File: src/rtl/issue_bru_fifo.sv
// First-word-fall-through queue holding issued branch/jump packets for execute_bru.
// The head packet is presented combinationally; a commit-stage flush empties it in one edge.

package issue_bru_pkg;

  typedef struct packed {
    logic        enable;
    logic [31:0] pc;
    logic [31:0] imm;
    logic [4:0]  rd;
    logic [3:0]  op;
    logic [31:0] rs1_value;
    logic [31:0] rs2_value;
    logic        predicted_jump;
  } issue_execute_pack_t;

  typedef struct packed {
    logic        enable;
    logic        flush;
    logic [31:0] next_pc;
  } commit_feedback_pack_t;

endpackage

module issue_bru_fifo
  import issue_bru_pkg::*;
#(
  parameter int DEPTH = 8
) (
  input  logic                        clk,
  input  logic                        rst,
  input  issue_execute_pack_t         issue_bru_fifo_data_in,
  input  logic                        issue_bru_fifo_push,
  output logic                        issue_bru_fifo_full,
  output issue_execute_pack_t         issue_bru_fifo_data_out,
  output logic                        issue_bru_fifo_data_out_valid,
  input  logic                        issue_bru_fifo_pop,
  input  commit_feedback_pack_t       commit_feedback_pack,
  output logic [$clog2(DEPTH):0]      issue_bru_fifo_count
);

  localparam int AW = $clog2(DEPTH);

  issue_execute_pack_t mem [DEPTH];
  logic [AW:0] wptr;
  logic [AW:0] rptr;

  logic flush;
  logic push_ok;
  logic pop_ok;
  logic full;
  logic valid;

  logic unused_fb;
  assign unused_fb = ^commit_feedback_pack.next_pc;

  assign flush   = commit_feedback_pack.enable & commit_feedback_pack.flush;
  assign valid   = (wptr != rptr);
  assign full    = (wptr[AW-1:0] == rptr[AW-1:0]) & (wptr[AW] != rptr[AW]);
  assign push_ok = issue_bru_fifo_push & ~full;
  assign pop_ok  = issue_bru_fifo_pop & valid;

  // Flush wins over everything; otherwise push and pop advance independently.
  always_ff @(posedge clk or negedge rst) begin
    if (!rst) begin
      wptr <= '0;
      rptr <= '0;
    end else if (flush) begin
      wptr <= '0;
      rptr <= '0;
    end else begin
      if (push_ok) wptr <= wptr + 1'b1;
      if (pop_ok)  rptr <= rptr + 1'b1;
    end
  end

  // Storage needs no reset: pointers alone decide what is visible.
  always_ff @(posedge clk) begin
    if (!flush && push_ok) mem[wptr[AW-1:0]] <= issue_bru_fifo_data_in;
  end

  assign issue_bru_fifo_full           = full;
  assign issue_bru_fifo_data_out_valid = valid;
  assign issue_bru_fifo_data_out       = valid ? mem[rptr[AW-1:0]] : '0;
  assign issue_bru_fifo_count          = wptr - rptr;

endmodule
File: config.mk
export PLATFORM = sky130hd
export DESIGN_NAME = issue_bru_fifo
export DESIGN_NICKNAME = d
export VERILOG_FILES = /design/src/rtl/issue_bru_fifo.sv
export SDC_FILE = /design/constraint.sdc
export NUM_CORES = 1
export LEC_CHECK = 0
export ABC_AREA = 1
export BUFFER_PORTS_ARGS = -buffer_cell sky130_fd_sc_hd__buf_2
export CAP_MARGIN = 5
export CORE_MARGIN = 4
export CORE_UTILIZATION = 45
export CTS_BUF_LIST = sky130_fd_sc_hd__clkbuf_2 sky130_fd_sc_hd__clkbuf_4 sky130_fd_sc_hd__clkbuf_8
export CTS_CLUSTER_SIZE = 20
export DETAILED_ROUTE_END_ITERATION = 7
export SETUP_SLACK_MARGIN = 0.02
export SLEW_MARGIN = 30
export SYNTH_ARGS = -nofsm -noshare
export SYNTH_HDL_FRONTEND = slang
export SYNTH_SLANG_ARGS = --single-unit
export TNS_END_PERCENT = 5
File: constraint.sdc
create_clock -name clk -period 15.9 [get_ports clk]
set_input_delay 3.18 -clock clk [delete_from_list [all_inputs] [get_ports clk]]
set_output_delay 3.18 -clock clk [all_outputs]
set_load 0.005 [all_outputs]
---- Yosys cells after proc, flatten, opt, wreduce, memory -nomap -nowiden ----
Memories as Yosys holds them, arrays and structs flattened.
Cells that the tools add are included.
cells by class
  muxes and demuxes ....................... 7
  equal/unequal tests ..................... 3
  add/subtract/negate cells ............... 3
  reductions and logical operators ........ 4
  bitwise operators ....................... 5
operators with widths
  operator               count
  $mux W139              1
  $mux W4                4
  $add A4 B1 Y4 const B  2
  $and A1 B1 Y1          4
  $ne A4 B4 Y1           1
  $reduce_bool A2 Y1     2
  $sub A4 B4 Y4          1
  $eq A3 B3 Y1           1
  $mux W1                2
  $logic_and A1 B1 Y1    1
  $logic_not A1 Y1       1
  $ne A1 B1 Y1           1
  $not A1 Y1             1
word-level totals
  memory bits (writable) .................. 1112
  memories kept ........................... 1
  output and inout port bits .............. 145
  register bits ........................... 8
memory list
  memory  words  width  rd ports  clocked after memory_dff  write ports  RTL line  source
  mem     8      139    1         0                         1            44        issue_execute_pack_t mem [DEPTH];

---- Longest topological paths before layout ----
Gate-level depths: netlist of the first run.
  word-level depth ........................ 7
  depth in mapped cells ................... 12
  gate-level depth less buffers ........... 9

---- Worst setup path before layout of the first run ----
Ideal clock, no wire load.
  path kind ............................... in2reg
  from .................................... input commit_feedback_pack[33] (netlist bit)
  to ...................................... memory mem[2][0] (netlist bit) (enable)
  slack ................................... 5.921 ns
  library setup time ...................... 0.640 ns
  arrival time ............................ 9.339 ns
  path buffers ............................ 0
  stages .................................. 3
  path through ............................ nand2_1 -> nand4_1 -> nor2_1
on the way
  cells in the longest elaborated chain, start to end .. 5
RTL lines
  item                           RTL line  source
  start: declaration             38        input commit_feedback_pack_t commit_feedback_pack,
  $and A1 B1 Y1                  57        assign flush = commit_feedback_pack.enable & commit_feedback_pack.flush;
  $logic_not A1 Y1               79        if (!flush && push_ok) mem[wptr[AW-1:0]] <= issue_bru_fifo_data_in;
  $logic_and A1 B1 Y1            79
  $mux W1                        79
  $mux W1 (not written as such)  79
  end: declaration               44
No other way between the ends.

==> metrics.csv, run 1 <==
metric,value,unit
status,completed,
Post-Route WL,114400,µm
share of cells above drive strength 1,11.86,%
Total Power,9.254,mW
"commonest non-fill, non-tap cell in the layout",nand2_1,
"Min Clock Period, post-route",7.648,ns
synthesized flop and latch total,1120,
grt ovf,0,
cell area after layout,55350,µm²
Post-CTS Hold Buffers,0,
Detail Route Antenna Nets,0,
core box area,108700,µm²
DRC errors left,0,
clk_lat worst skew,0.85,ns
CTS sink cnt,1120,
Port Buffers,289,
largest net degree at the start of global routing,207,
Die Wd,338.8,µm
Max Cap Viol,0,
Clock Tree Buf Depth,3,
number of global-route vias before repair,31340,
Initial Util,45.30,%
vias per cell,4.752,
Avg Synthesized Cell Area,10.01,µm²
Peak VDD IR,0.0001897,V
overall global routing resource usage,19.84,%
Die Area,114800,µm²
DR vias,32160,
post-synth net total,5101,
hold path depth,2,
"Arr. time, crit path",4.47,ns
Slowest cell on crit path,dfrtp_4,
Post-CTS Resized,0,
DP HPWL,57450,µm
Ys Warns,0,
R2R depth,9,
Syn Inst Count,4918,
H-tree depth,4,
Yosys cell types,20,
most frequent cells in the layout,"nand2_1 (1422), inv_1 (1120), edfxtp_1 (1112)",
count of final hold-check violations,0,
total I/O pin count,322,
fin nets,5389,
Synth-to-Final Area Change,12.40,%
Slew @ Worst Pin,1.068,ns
max incr delay on CP,0.83,ns
Worst EP required,12.72,ns
antenna violations before repair,25,
Sum Neg Setup Slack,0,ns
"Slew Viols, Final",0,
"Reg clk slew, reported paths",0.05,ns
sequential fraction of the synthesis area,68.22,%
Final setup viols,0,
"Cell Area, Synth",49240,µm²
CTS tree,yes,
setup bufs post-CTS,0,
crit end category,output port,
"critical path, cell by cell",clkinv_8 > buf_6 > buf_4 > nand2_1 > nand3_1 > nand3_1 > nand2_1 > nor2_1 > buf_2,
Cell Rows,121,
DIE HEIGHT,338.8,µm
Final GP Congestion,0.7116,
CTS root buffer,clkbuf_8,
CP Max Fanout,163,
Hold WC Path Type,flip-flop to flip-flop,
first-pass GRT wire length,176600,µm
DR WL/cell,16.91,µm
Startpoint Class,flip-flop,
period utilization,48.10,%
crit path kind,flip-flop to output port,
router iterations before antenna repair,6,
Worst Skew,0.04117,ns
worst relative slew slack,28.81,%
PD cells,167.2,nW/µm²
fillers,9600,
Num CTS Buffers,180,
DRT iter0 DRCs,2045,
leak pwr,25.22,nW
Max Freq,0.1308,GHz
RSZ-0062 raised after global routing,no,
Placed Area,51700,µm²
DP Cell Count,6432,
final std cells w/o fill,6768,
==> metrics by stage <==
step                setup WS, ns  utilization (%)  hold WS, ns
detailed placement         8.496            47.56       0.5934
finish                     8.252            50.92       0.6020
CTS                        7.732            50.74       0.6060
global placement           8.596            47.50       0.5835
floorplan                  5.921                -       0.5575
global route               7.933            50.89       0.6425
==> final timing paths <==
check | start | endpoint | slack [ns]
worst max-delay path | rptr[0] | issue_bru_fifo_data_out[4] | 8.25
worst min-delay path | rptr[3] | rptr[3] | 0.60
worst max register to register | rptr[1] | mem[3][39] | 11.13
worst min register to register | rptr[3] | rptr[3] | 0.60
max in group asynchronous | rst | rptr[0] | 13.48
min in group asynchronous | rst | wptr[2] | 2.20
==> flip-flops by register name (all words and copies together) (netlist names) <==
signal / cells
wptr: 4
mem: 1112
rptr: 4
==> where the power goes <==
| part | switching [mW] | leakage (nW) | internal [mW] |
|---|---|---|---|
| Combinational | 2.25 | 13.2 | 1.01 |
| Clock | 1.09 | 1.82 | 1.27 |
| Sequential | 0.0889 | 10.2 | 3.53 |
| Total | 3.43 | 25.2 | 5.82 |
==> kinds of logic after synthesis <==
kind of cell / share of synthesized area, %
buffers and inverters: 11.16
adders and majority gates: 0.1677
DFF: 68.22
and+or+nand+nor: 20.36
AOI/OAI and AO/OA: 0.02031
xor gates and xnor gates: 0.07116
==> cells in the mapped netlist, drive strengths merged <==
| master | instances | area (µm²) |
|---|---|---|
| buf | 170 | 1042 |
| o21ai | 1 | 5.000 |
| edfxtp | 1112 | 33390 |
| clkbuf | 63 | 236.5 |
| a21oi | 1 | 5.000 |
| nand4 | 8 | 50.05 |
| xor2 | 3 | 26.28 |
| nand2 | 1423 | 5344 |
| ha | 5 | 62.56 |
| inv | 1124 | 4219 |
| xnor2 | 1 | 8.760 |
| nand3 | 708 | 3543 |
| dfrtp | 8 | 200.2 |
| fa | 1 | 20.02 |
| nor2 | 290 | 1089 |
==> area by class of cell <==
class	count	area, µm²	share of cell area, %
multi-input combinational	2441	10230	18.48
inverter	1124	4239	7.659
clock buffer	256	3073	5.552
antenna	15	37.54	0.06782
timing repair buffer	339	2019	3.649
clock inverter	59	379.1	0.6850
sequential	1120	33600	60.71
tap	1414	1769	3.196
==> layer usage <==
metal,wire length (µm),global-route usage [%]
met5,115,0
met4,2804,6.543
met3,7134,4.713
met2,55630,34.41
met1,48740,24.53
==> worst max-delay path: cells and delay by family (launching register included) <==
family / cells / cell delay (ns)
buffers and inverters: 4 / 1.95
AND/OR/NAND/NOR: 5 / 0.68
flip-flops: 1 / 0.83
Power figures use the tool's default switching activity.
==> run 2: changes to the inputs <==
clock period = 7.1 ns   (was 15.9 ns; I/O delays follow)
==> metrics.csv, run 2 (synthesized netlist as in run 1, its figures left out) <==
metric,value,unit
status,completed,
H-tree depth,4,
most frequent cells in the layout,"nand2_1 (1422), inv_1 (1120), edfxtp_1 (1112)",
PD cells,372.9,nW/µm²
"commonest non-fill, non-tap cell in the layout",nand2_1,
Post-CTS Hold Buffers,0,
"critical path, cell by cell",buf_12 > buf_16 > buf_4 > nand2_1 > nand3_1 > nand3_1 > nand2_1 > nor2_1 > buf_2,
"Arr. time, crit path",4.32,ns
Worst EP required,5.68,ns
Slowest cell on crit path,dfrtp_4,
Detail Route Antenna Nets,0,
Die Wd,338.8,µm
Post-Route WL,113700,µm
DP Worst Slack,2.269,ns
worst path bufs/invs,4,
fillers,9732,
CTS tree,yes,
Die Area,114800,µm²
antenna violations before repair,29,
switch share,37.29,%
Hold WC Path Type,primary input to async pin,
overall global routing resource usage,19.66,%
Post-CTS Resized,0,
"Reg clk slew, reported paths",0.06,ns
router iterations before antenna repair,6,
clk_lat worst skew,0.84,ns
Initial Util,45.30,%
Final setup viols,0,
share of cells above drive strength 1,11.68,%
DRT iter0 DRCs,2140,
Cell Rows,121,
Clock Tree Buf Depth,3,
Num CTS Buffers,184,
"Min Clock Period, post-route",5.736,ns
DIE HEIGHT,338.8,µm
count of final hold-check violations,0,
CTS sink cnt,1120,
largest net degree at the start of global routing,208,
final hold slack,0.4279,ns
RSZ-0062 raised after global routing,no,
fin nets,5386,
crit end category,output port,
multi-input combinational cell area,10230,µm²
"delay-heaviest family, CP",buffers and inverters,
number of global-route vias before repair,30770,
leak pwr,25.17,nW
total I/O pin count,322,
DP Cell Count,6430,
Slew @ Worst Pin,1.070,ns
Max Freq,0.1744,GHz
Startpoint Class,flip-flop,
"Slew Viols, Final",0,
CP Max Fanout,132,
Worst Skew,0.03587,ns
clock group share of total power,25.5,%
max incr delay on CP,1.07,ns
core box area,108700,µm²
post-layout worst setup margin,1.364,ns
setup bufs post-CTS,0,
Cell Int Power,12.93,mW
Max Cap Viol,0,
worst relative slew slack,28.70,%
Synth-to-Final Area Change,12.29,%
DP HPWL,55520,µm
DR vias,32090,
first-pass GRT wire length,174200,µm
max FFs per register,1112,
period utilization,80.78,%
Sum Neg Setup Slack,0,ns
switching power,7.688,mW
grt ovf,0,
Final GP Congestion,0.7377,
crit path kind,flip-flop to output port,
Port Buffers,289,
Sequential Area,33600,µm²
Total Power,20.62,mW
DRC errors left,0,
Flop pwr share,39.4,%
power share of the combinational group,35.0,%
final std cells w/o fill,6780,
Peak VDD IR,0.0003682,V
DR WL/cell,16.76,µm
CTS root buffer,clkbuf_8,
vias per cell,4.732,
## run 2: layout make-up
cell class | count | share of cell area, %
Inverter | 1124 | 7.657
Clock buffer | 245 | 5.430
Timing Repair Buffer | 332 | 3.566
Tap cell | 1414 | 3.199
Clock inverter | 82 | 0.7829
Multi-Input combinational cell | 2441 | 18.50
Sequential cell | 1120 | 60.77
Antenna cell | 22 | 0.09956
## run 2: power by group through the flow
stage	registers [mW]	logic (mW)	clock network, mW
floorplan	8.28	4.63	0
global placement	8.25	7.27	0
detailed placement	8.27	7.34	0
CTS	8.13	7.36	5.42
global route	8.17	8.13	5.75
finish	8.13	7.22	5.26
## run 2: final timing paths
check / startpoint / end / slack [ns] / cells past startpoint
worst max-delay path: rptr[0] / issue_bru_fifo_data_out[86] / 1.36 / 9
worst min-delay path: rst / wptr[0] / 0.43 / 1
worst max register to register: rptr[0] / mem[5][7] / 2.89 / 7
worst min register to register: rptr[3] / rptr[3] / 0.62 / 2
max in group asynchronous: rst / rptr[1] / 6.45 / 1
min in group clk: rptr[3] / rptr[3] / 0.62 / 2
## run 2: layer usage
layer | share of wire (%) | wire (µm) | vias up | track usage (%)
met1 | 42 | 47580 | 15070 | 24.16
met3 | 6.6 | 7491 | 233 | 4.881
met4 | 2.5 | 2860 | 18 | 6.606
met5 | 0.10 | 117 | - | 0
met2 | 49 | 55600 | 737 | 34.02
li1 | - | - | 16030 | -
## run 2: metrics by stage
step                      utilization [%]  area (µm²)
after floorplan                         -       49240
after global placement              47.63       51770
after detailed placement            47.63       51770
after CTS                           50.79       55210
after global routing                50.83       55260
final                               50.87       55300
